--- src/rtl/free_list_mp_pkg.sv ---
// Shared rename package: physical register index type and default
// physical register file sizing, used by the free list, rename and ROB.
package free_list_mp_pkg;

    localparam int NUM_PHYS_DEF = 64;
    localparam int RESV_DEF     = 1;
    localparam int PIDX_W_DEF   = $clog2(NUM_PHYS_DEF);

    typedef logic [PIDX_W_DEF-1:0] phys_idx_t;

endpackage

--- src/rtl/free_list_ckpt_tbl.sv ---
// Checkpoint table of head pointers for branch recovery.
// Ports: we/waddr/wdata write port, raddr/rdata combinational read port.
module free_list_ckpt_tbl
    import free_list_mp_pkg::*;
#(
    parameter  int NUM_CKPT = 4,
    parameter  int PTR_W    = 7,
    localparam int CK_W     = $clog2(NUM_CKPT)
) (
    input  logic             clk,
    input  logic             rst,
    input  logic             we,
    input  logic [CK_W-1:0]  waddr,
    input  logic [PTR_W-1:0] wdata,
    input  logic [CK_W-1:0]  raddr,
    output logic [PTR_W-1:0] rdata
);

    logic [PTR_W-1:0] slot_q [NUM_CKPT];
    logic [PTR_W-1:0] slot_d [NUM_CKPT];

    always_comb begin
        slot_d = slot_q;
        if (we) begin
            slot_d[waddr] = wdata;
        end
    end

    assign rdata = slot_q[raddr];

    always_ff @(posedge clk or posedge rst) begin
        if (rst) begin
            slot_q <= '{default: '0};
        end else begin
            slot_q <= slot_d;
        end
    end

endmodule

--- src/rtl/free_list_mp.sv ---
// Multi-port circular free list of physical registers with head checkpoints.
// Ports: alloc_req_cnt/alloc_grant/alloc_phys allocate, free_en/free_phys
// return at commit, ckpt_save*/ckpt_restore* recover, free_count, sticky err.
module free_list_mp
    import free_list_mp_pkg::*;
#(
    parameter  int NUM_PHYS = NUM_PHYS_DEF,
    parameter  int RESV     = RESV_DEF,
    parameter  int ALLOC_W  = 2,
    parameter  int FREE_W   = 2,
    parameter  int NUM_CKPT = 4,
    localparam int PIDX_W   = $clog2(NUM_PHYS),
    localparam int PTR_W    = PIDX_W + 1,
    localparam int CK_W     = $clog2(NUM_CKPT),
    localparam int CNT_W    = $clog2(ALLOC_W + 1)
) (
    input  logic              clk,
    input  logic              rst,
    input  logic [CNT_W-1:0]  alloc_req_cnt,
    output logic              alloc_grant,
    output logic [PIDX_W-1:0] alloc_phys [ALLOC_W],
    input  logic              free_en [FREE_W],
    input  logic [PIDX_W-1:0] free_phys [FREE_W],
    input  logic              ckpt_save,
    input  logic [CK_W-1:0]   ckpt_save_id,
    input  logic              ckpt_restore,
    input  logic [CK_W-1:0]   ckpt_restore_id,
    output logic [PTR_W-1:0]  free_count,
    output logic              err
);

    localparam logic [PTR_W-1:0] MAX_FREE = PTR_W'(NUM_PHYS - RESV);

    logic [PIDX_W-1:0] queue_q [NUM_PHYS];
    logic [PIDX_W-1:0] queue_d [NUM_PHYS];
    logic [PTR_W-1:0]  head_q, head_d;
    logic [PTR_W-1:0]  tail_q, tail_d;
    logic              err_q, err_d;

    logic [PTR_W-1:0]  avail;
    logic [PTR_W-1:0]  req_ext;
    logic [PTR_W-1:0]  granted;
    logic [PTR_W-1:0]  nfree;
    logic              lane_ok [FREE_W];
    logic              bad_phys;
    logic              free_ovf;
    logic [PTR_W-1:0]  rest_head;
    logic [PTR_W-1:0]  rest_cnt;
    logic              rest_ok;

    assign avail      = tail_q - head_q;
    assign free_count = avail;
    assign err        = err_q;

    always_comb begin
        for (int i = 0; i < ALLOC_W; i++) begin
            alloc_phys[i] = queue_q[PIDX_W'(head_q + PTR_W'(i))];
        end
    end

    // Restore steals the cycle, so the grant is withheld even if it fits.
    assign req_ext     = PTR_W'(alloc_req_cnt);
    assign alloc_grant = (req_ext <= avail) && !ckpt_restore;
    assign granted     = alloc_grant ? req_ext : '0;

    always_comb begin
        bad_phys = 1'b0;
        nfree    = '0;
        for (int i = 0; i < FREE_W; i++) begin
            lane_ok[i] = free_en[i] && (int'(free_phys[i]) >= RESV);
            bad_phys   = bad_phys | (free_en[i] && !lane_ok[i]);
            nfree      = nfree + PTR_W'(lane_ok[i]);
        end
        free_ovf = (avail + nfree) > MAX_FREE;
    end

    // Valid lanes are packed in lane order starting at tail.
    always_comb begin
        logic [PTR_W-1:0] wptr;
        queue_d = queue_q;
        wptr    = tail_q;
        for (int i = 0; i < FREE_W; i++) begin
            if (lane_ok[i] && !free_ovf) begin
                queue_d[PIDX_W'(wptr)] = free_phys[i];
                wptr = wptr + 1'b1;
            end
        end
    end

    assign tail_d = free_ovf ? tail_q : tail_q + nfree;

    // A stale checkpoint would claim more free entries than exist.
    assign rest_cnt = tail_d - rest_head;
    assign rest_ok  = ckpt_restore && (rest_cnt <= MAX_FREE);
    assign head_d   = rest_ok ? rest_head : head_q + granted;

    assign err_d = err_q | bad_phys | free_ovf
                 | (ckpt_restore && !rest_ok);

    // Save writes head_d, so a same-cycle restore value is captured.
    free_list_ckpt_tbl #(
        .NUM_CKPT (NUM_CKPT),
        .PTR_W    (PTR_W)
    ) u_ckpt (
        .clk   (clk),
        .rst   (rst),
        .we    (ckpt_save),
        .waddr (ckpt_save_id),
        .wdata (head_d),
        .raddr (ckpt_restore_id),
        .rdata (rest_head)
    );

    always_ff @(posedge clk or posedge rst) begin
        if (rst) begin
            for (int k = 0; k < NUM_PHYS; k++) begin
                if (k < NUM_PHYS - RESV) begin
                    queue_q[k] <= PIDX_W'(RESV + k);
                end else begin
                    queue_q[k] <= '0;
                end
            end
            head_q <= '0;
            tail_q <= MAX_FREE;
            err_q  <= 1'b0;
        end else begin
            queue_q <= queue_d;
            head_q  <= head_d;
            tail_q  <= tail_d;
            err_q   <= err_d;
        end
    end

endmodule

--- config.mk ---
export PLATFORM = sky130hd
export DESIGN_NAME = free_list_mp
export DESIGN_NICKNAME = d
export VERILOG_FILES = /design/src/rtl/free_list_mp_pkg.sv /design/src/rtl/free_list_ckpt_tbl.sv /design/src/rtl/free_list_mp.sv
export SDC_FILE = /design/constraint.sdc
export NUM_CORES = 2
export LEC_CHECK = 0
export BUFFER_PORTS_ARGS = -buffer_cell sky130_fd_sc_hd__buf_2
export CAP_MARGIN = 10
export CORE_MARGIN = 2
export CORE_UTILIZATION = 40
export DETAILED_ROUTE_END_ITERATION = 10
export GPL_TIMING_DRIVEN = 0
export PLACE_DENSITY_LB_ADDON = 0.08
export SLEW_MARGIN = 20
export SYNTH_ARGS = -nofsm -noshare
export SYNTH_HDL_FRONTEND = slang
export SYNTH_HIERARCHICAL = 1
export SYNTH_SLANG_ARGS = --single-unit
export TNS_END_PERCENT = 100
--- constraint.sdc ---
create_clock -name clk -period 11.8 [get_ports clk]
set_input_delay 1.77 -clock clk [delete_from_list [all_inputs] [get_ports clk]]
set_output_delay 1.77 -clock clk [all_outputs]
set_load 0.03 [all_outputs]
Yosys cells after proc, flatten, opt, wreduce, memory -nomap -nowiden
Cells that the tools add are included.
- output and inout bits: 21
- input port bits: 24
- flip-flop bits (word level): 427
- order comparisons: 14
- $add $sub $neg: 8
- bitwise logic cells: 10
- reduce and logical (&&, ||, !) cells: 17
- multiplexer cells: 24
- operator list (cell ; number):
    bitwise mux 384 bit ; 2
    two-way mux 384 bit ; 2
    binary-select mux 6 bit (select 6 bit) ; 2
    demux 6 bit (select 6 bit) ; 2
    two-way mux 6 bit ; 7
    two-way mux 7 bit ; 5
    bitwise mux 28 bit ; 1
    greater-or-equal comparator 7 bit (second input constant) ; 4
    inverter 6 -> 7 bit ; 4
    adder 7 x 2 -> 7 bit ; 3
    binary-select mux 7 bit (select 2 bit) ; 1
    demux 7 bit (select 2 bit) ; 1
    less-than comparator 7 x 1 -> 1 bit (second input constant) ; 2
    subtractor 7 bit ; 2
    adder 6 x 1 -> 6 bit (second input constant) ; 2
    greater-or-equal comparator 6 x 1 -> 1 bit (second input constant) ; 2
    logical AND 1 bit ; 12
    greater-than comparator 7 x 6 -> 1 bit (second input constant) ; 1
    less-or-equal comparator 2 x 7 -> 1 bit ; 1
    less-or-equal comparator 7 x 6 -> 1 bit (second input constant) ; 1
    greater-or-equal comparator 3 bit (second input constant) ; 2
    inverter 2 -> 3 bit ; 2
    zero test 1 bit ; 5
    bitwise OR 1 bit ; 4
    other kinds (3) ; 3

Logic depth before layout (Yosys ltp)
- depth in word-level cells: 15
- mapped depth: 27
- depth with buffers taken out: 24

Hierarchy
Netlist, hierarchy kept.
- modules (own cells, without submodules) (module ; cells each ; area each (µm²) ; instances ; seq. area each (µm²)):
    free_list_mp ; 1964 ; 27831.7 ; 1 ; 10232.3
    free_list_ckpt_tbl ; 70 ; 1238.7 ; 1 ; 700.7

Worst setup path before layout
Ideal clock, no wire load.
- path kind: input-to-reg
- start point: in free_phys[9] (netlist bit)
- end point: reg u_ckpt/slot_q[21] (netlist bit)
- stages: 26
- path slack: 4641 ps
- setup time: 125 ps
- arrival: 7034 ps
- data required time: 11675 ps
- path buffers: 3
- cells stage by stage: or4_1 o31ai_2 inv_1 ha_1 ha_1 fa_1 nand2_1 nor4bb_2 buf_6 xnor2_1 buf_2 mux2i_1 ha_1 inv_1 fa_1 a21oi_1 nor2b_1 o21ai_0 nand2b_1 a21oi_1 xnor2_1 xnor2_1 nand2b_1 clkbuf_1 mux2_1 mux2_2
- longest elaborated chain between the ends: 11
- elaborated cells on any way between the ends: 12
- RTL lines (item ; line ; RTL):
    start, declared ; free_list_mp.sv:23 ; input logic [PIDX_W-1:0] free_phys [FREE_W],
    greater-or-equal comparator 6 x 1 -> 1 bit (*) ; free_list_mp.sv:70 ; lane_ok[i] = free_en[i] && (int'(free_phys[i]) >= RESV);
    logical AND 1 bit (*) ; free_list_mp.sv:70 ;
    adder 1 x 1 -> 2 bit (*) ; free_list_mp.sv:72 ; nfree = nfree + PTR_W'(lane_ok[i]);
    adder 7 x 2 -> 7 bit ; free_list_mp.sv:74 ; free_ovf = (avail + nfree) > MAX_FREE;
    greater-than comparator 7 x 6 -> 1 bit ; free_list_mp.sv:74 ;
    two-way mux 7 bit (*) ; free_list_mp.sv:90 ; assign tail_d = free_ovf ? tail_q : tail_q + nfree;
    subtractor 7 bit (*) ; free_list_mp.sv:93 ; assign rest_cnt = tail_d - rest_head;
    less-or-equal comparator 7 x 6 -> 1 bit (*) ; free_list_mp.sv:94 ; assign rest_ok = ckpt_restore && (rest_cnt <= MAX_FREE);
    logical AND 1 bit (*) ; free_list_mp.sv:94 ;
    two-way mux 7 bit (*) ; free_list_mp.sv:95 ; assign head_d = rest_ok ? rest_head : head_q + granted;
    net head_d[0] ; free_list_mp.sv:36 ; logic [PTR_W-1:0] head_q, head_d;
    bitwise mux 28 bit (*) ; free_list_ckpt_tbl.sv:25 ; slot_d[waddr] = wdata;
    end signal, assigned ; free_list_ckpt_tbl.sv:35 ; slot_q <= slot_d;
    end, declared ; free_list_ckpt_tbl.sv:19 ; logic [PTR_W-1:0] slot_q [NUM_CKPT];
The timed path passes the listed nets; every way through them passes the cells marked *.
A chain may end at the register's enable or synchronous reset.

Final worst setup path
- start point: reg head_q[1]
- end point: reg u_ckpt/slot_q[13] (netlist bit)
- longest elaborated chain between the ends: 9
- elaborated cells on any way between the ends: 13
- RTL lines (item ; line ; RTL):
    start, declared ; free_list_mp.sv:36 ;
    start signal, assigned ; free_list_mp.sv:123 ; head_q <= '0;
    start signal, assigned ; free_list_mp.sv:128 ; head_q <= head_d;
    subtractor 7 bit ; free_list_mp.sv:51 ; assign avail = tail_q - head_q;
    adder 7 x 2 -> 7 bit ; free_list_mp.sv:74 ;
    greater-than comparator 7 x 6 -> 1 bit ; free_list_mp.sv:74 ;
    two-way mux 7 bit ; free_list_mp.sv:90 ;
    subtractor 7 bit ; free_list_mp.sv:93 ;
    less-or-equal comparator 7 x 6 -> 1 bit ; free_list_mp.sv:94 ;
    logical AND 1 bit ; free_list_mp.sv:94 ;
    two-way mux 7 bit (*) ; free_list_mp.sv:95 ;
    net head_d[6] ; free_list_mp.sv:36 ;
    bitwise mux 28 bit (*) ; free_list_ckpt_tbl.sv:25 ;
Marked as above.

==> run_results.csv <==
group,metric,value,unit
status,status,"completed",
timing,fmax,118,MHz
floorplanning,core.rowCount,98,
layout,n_fill_cell,6446,
timing,layout_min_cycle_time,8.44,ns
timing,setup-tns-final,0,ns
critical_path,endpoint_kind,"flop",
floorplanning,start_util,40.5,%
critical_path,rr_startpoint,"head_q[1]",
logic_synthesis,async_flop_share,100,%
timing,clock_skew,0.0149,ns
floorplanning,top_level_ports,45,
logic_synthesis,synthTopCellsByArea,"mux2_2, mux4_2, dfrtp_1",
worst_hold_path,min_to,"u_ckpt/slot_q[14]",
logic_synthesis,synth.distinct_cells,59,
floorplanning,core,71700,um^2
logic_synthesis,yosysTopAreaCellShare,28.6,%
global_route,globalRouteOverflowTotal,0,
critical_path,crit_arrival,8.93,ns
placed_design,gp_congestion,0.961,
drt,drt-total-wl,114,mm
power,power.density,316,nW/um^2
power,peakVddDrop,274,uV
clock_network,cts-root-buf,"clkbuf_16",
logic_synthesis,synth-main-ff-cell,"dfrtp_1",
critical_path,reg2reg_depth,27,
clock_network,cts_resized,0,
timing,tightestPinTransition,1.24,ns
critical_path,max_stage_delay,0.92,ns
worst_hold_path,holdPathStages,1,
clock_network,cts_tree,"done",
worst_hold_path,hold_class,"flop to flop",
layout,fin_nets,2206,
timing,whs,0.503,ns
global_route,antenna_found_initial,9,
global_route,grt_pass1_wl,161,mm
floorplanning,fp.dieArea,74800,um^2
timing,setup_viol,0,
logic_synthesis,synth_largest_area_cell,"mux2_2",
placed_design,port_buffers,42,
clock_network,cts.sinks,427,
placed_design,dp_slack,3.44,ns
critical_path,slowest_stage,"buf_1",
logic_synthesis,syn_avg_cell_area,14.3,um^2
timing,layout_worst_path_cycle_share,71.5,%
critical_path,cp-startpoint,"head_q[1]",
logic_synthesis,syn_area,29100,um^2
critical_path,crit_cells,27,
clock_network,clock_latency,0.63,ns
global_route,grt_max_degree,33,
logic_synthesis,ys_seq_elements,427,
drt,drcViolationCount,0,
timing,timing.final.ws_setup,3.36,ns
layout,drive_above_1_share,66.8,%
critical_path,r2r_end,"u_ckpt/slot_q[13]",
logic_synthesis,yosys_warnings,6,
worst_hold_path,hold_start,"u_ckpt/slot_q[14]",
logic_synthesis,ys_seq_area_share,37.6,%
logic_synthesis,synth_edf_count,0,
drt,wl_per_cell,36.2,um
clock_network,post_cts_buffers,0,
clock_network,cts_hold_buf,0,
timing,timing.final.hold_violations,0,
drt,drt_iter0_drc,2088,
critical_path,crit_required,12.29,ns
clock_network,path_clk_slew,0.06,ns
logic_synthesis,synth_nets,2084,
timing,rsz0062_at_grt,"no",
floorplanning,fp.dieW,274,um
critical_path,path_buf_inv,8,
global_route,track_usage,30.7,%
floorplanning,fp.dieH,274,um
clock_network,h-tree-depth,2,
logic_synthesis,synthCells,2034,
critical_path,crit_family,"buffers and inverters",
drt,first_pass_iters,6,
clock_network,numCtsBuffers,52,
clock_network,clock_path_buffers,3,
layout,area_growth,12.4,%
job,drv_cap,0,
critical_path,critical_path.max_fanout,10,
drt,antenna_left,0,
critical_path,start_kind,"flop",
critical_path,reg2reg_slack,3.36,ns
timing,slew_viol_final,0,
timing,relSlewSlack,17.1,%
drt,num_vias,20300,
critical_path,path_class,"flop to flop",
power,total_leakage_power,0.0132,uW
placed_design,dp_hpwl,85.2,mm
global_route,grt_pass1_vias,20700,
drt,via_per_inst,6.45,
-- cell families after synthesis --
logic type,after synthesis,share of synthesized area [%]
AOI/OAI and AO/OA,36,1.11
xor gates and xnor gates,29,0.951
adders and majority gates,26,1.25
buffers and inverters,206,2.77
DFF,427,37.6
muxes,1073,52.2
and+or+nand+nor,237,4.11
-- power breakdown --
| part | switching (uW) | leakage, uW | total (uW) | internal, uW |
|---|---|---|---|---|
| Combinational | 3060 | 0.00740 | 5880 | 2820 |
| Sequential | 518 | 0.00503 | 2820 | 2300 |
| Clock | 686 | 0.000818 | 1620 | 936 |
| Total | 4260 | 0.0132 | 10300 | 6060 |
-- placed cells by master, fill, tap and decap left out, types with 21 or more instances in the layout --
cell and count:
buf_2 65, clkbuf_1 138, clkbuf_16 53, clkbuf_2 22, dfrtp_1 229, dfstp_2 198
ha_1 21, inv_1 27, mux2_2 738, mux2_4 43, mux4_2 259, nand2_1 68
nor2_1 69
-- per-stage QoR --
step / utilization, % / power, uW / area, um^2 / std cells
6_report: 45.6 / 10300 / 32700 / 3152
5_1_grt: 45.5 / 10700 / 32700 / 3150
4_1_cts: 45.5 / 10200 / 32600 / 3149
3_5_place_dp: 43.2 / 8580 / 31000 / 3051
3_3_place_gp: 42.5 / 8420 / 30500 / 3026
2_1_floorplan: - / 6610 / 29100 / 2034
-- how the worst max path moves through the flow --
stage and to:
2_1_floorplan u_ckpt/slot_q[21], 3_3_place_gp queue_q[224], 3_5_place_dp u_ckpt/slot_q[7], 4_1_cts u_ckpt/slot_q[13], 5_1_grt u_ckpt/slot_q[0], 6_report u_ckpt/slot_q[13]
-- cells in the mapped netlist (2+ instances only) --
master,instances
mux2_2,738
mux4_2,259
dfrtp_1,229
dfstp_2,198
clkbuf_1,131
nor2_1,69
nand2_1,68
mux2_4,43
inv_1,29
buf_1,23
xnor2_1,22
ha_1,21
buf_2,20
mux2_1,20
nand3_1,19
nor3_1,18
or4_1,17
a21oi_1,11
mux2i_1,9
or3_1,7
fa_1,5
nor2b_1,5
o21ai_0,5
nand2b_1,4
nor3_2,4
o32ai_4,4
or2_2,4
xor2_1,4
and2_1,3
and3_1,3
o21ai_1,3
xnor2_2,3
a211o_1,2
mux2i_2,2
mux2i_4,2
nand3b_2,2
nor3b_1,2
nor4_1,2
o211a_1,2
o21a_1,2
or2_1,2
-- cell type report --
| class | count | area, um^2 | area share (%) |
|---|---|---|---|
| Multi-Input combinational cell | 1401 | 17400 | 53.2 |
| Sequential cell | 427 | 10900 | 33.5 |
| Clock buffer | 87 | 1550 | 4.76 |
| Tap cell | 950 | 1190 | 3.64 |
| Buffer | 175 | 721 | 2.21 |
| Timing Repair Buffer | 68 | 642 | 1.96 |
| Inverter | 31 | 120 | 0.368 |
| Clock inverter | 11 | 113 | 0.345 |
| Antenna cell | 2 | 5.00 | 0.0153 |
-- state kept, by name, summed over array words and instances (netlist names) --
register and cells:
err 1, head_q 7, u_ckpt/slot_q 28, tail_q 7, queue_q 384
-- metal layers --
layer | global-route usage, % | up-vias | wire [um]
met5 | 0 | - | 42
met4 | 14.4 | 6 | 5810
met3 | 7.46 | 279 | 9450
met2 | 46.4 | 1042 | 51000
met1 | 41.6 | 10900 | 48000
li1 | - | 8063 | -
Note: power is estimated with default switching activity, not from simulation.
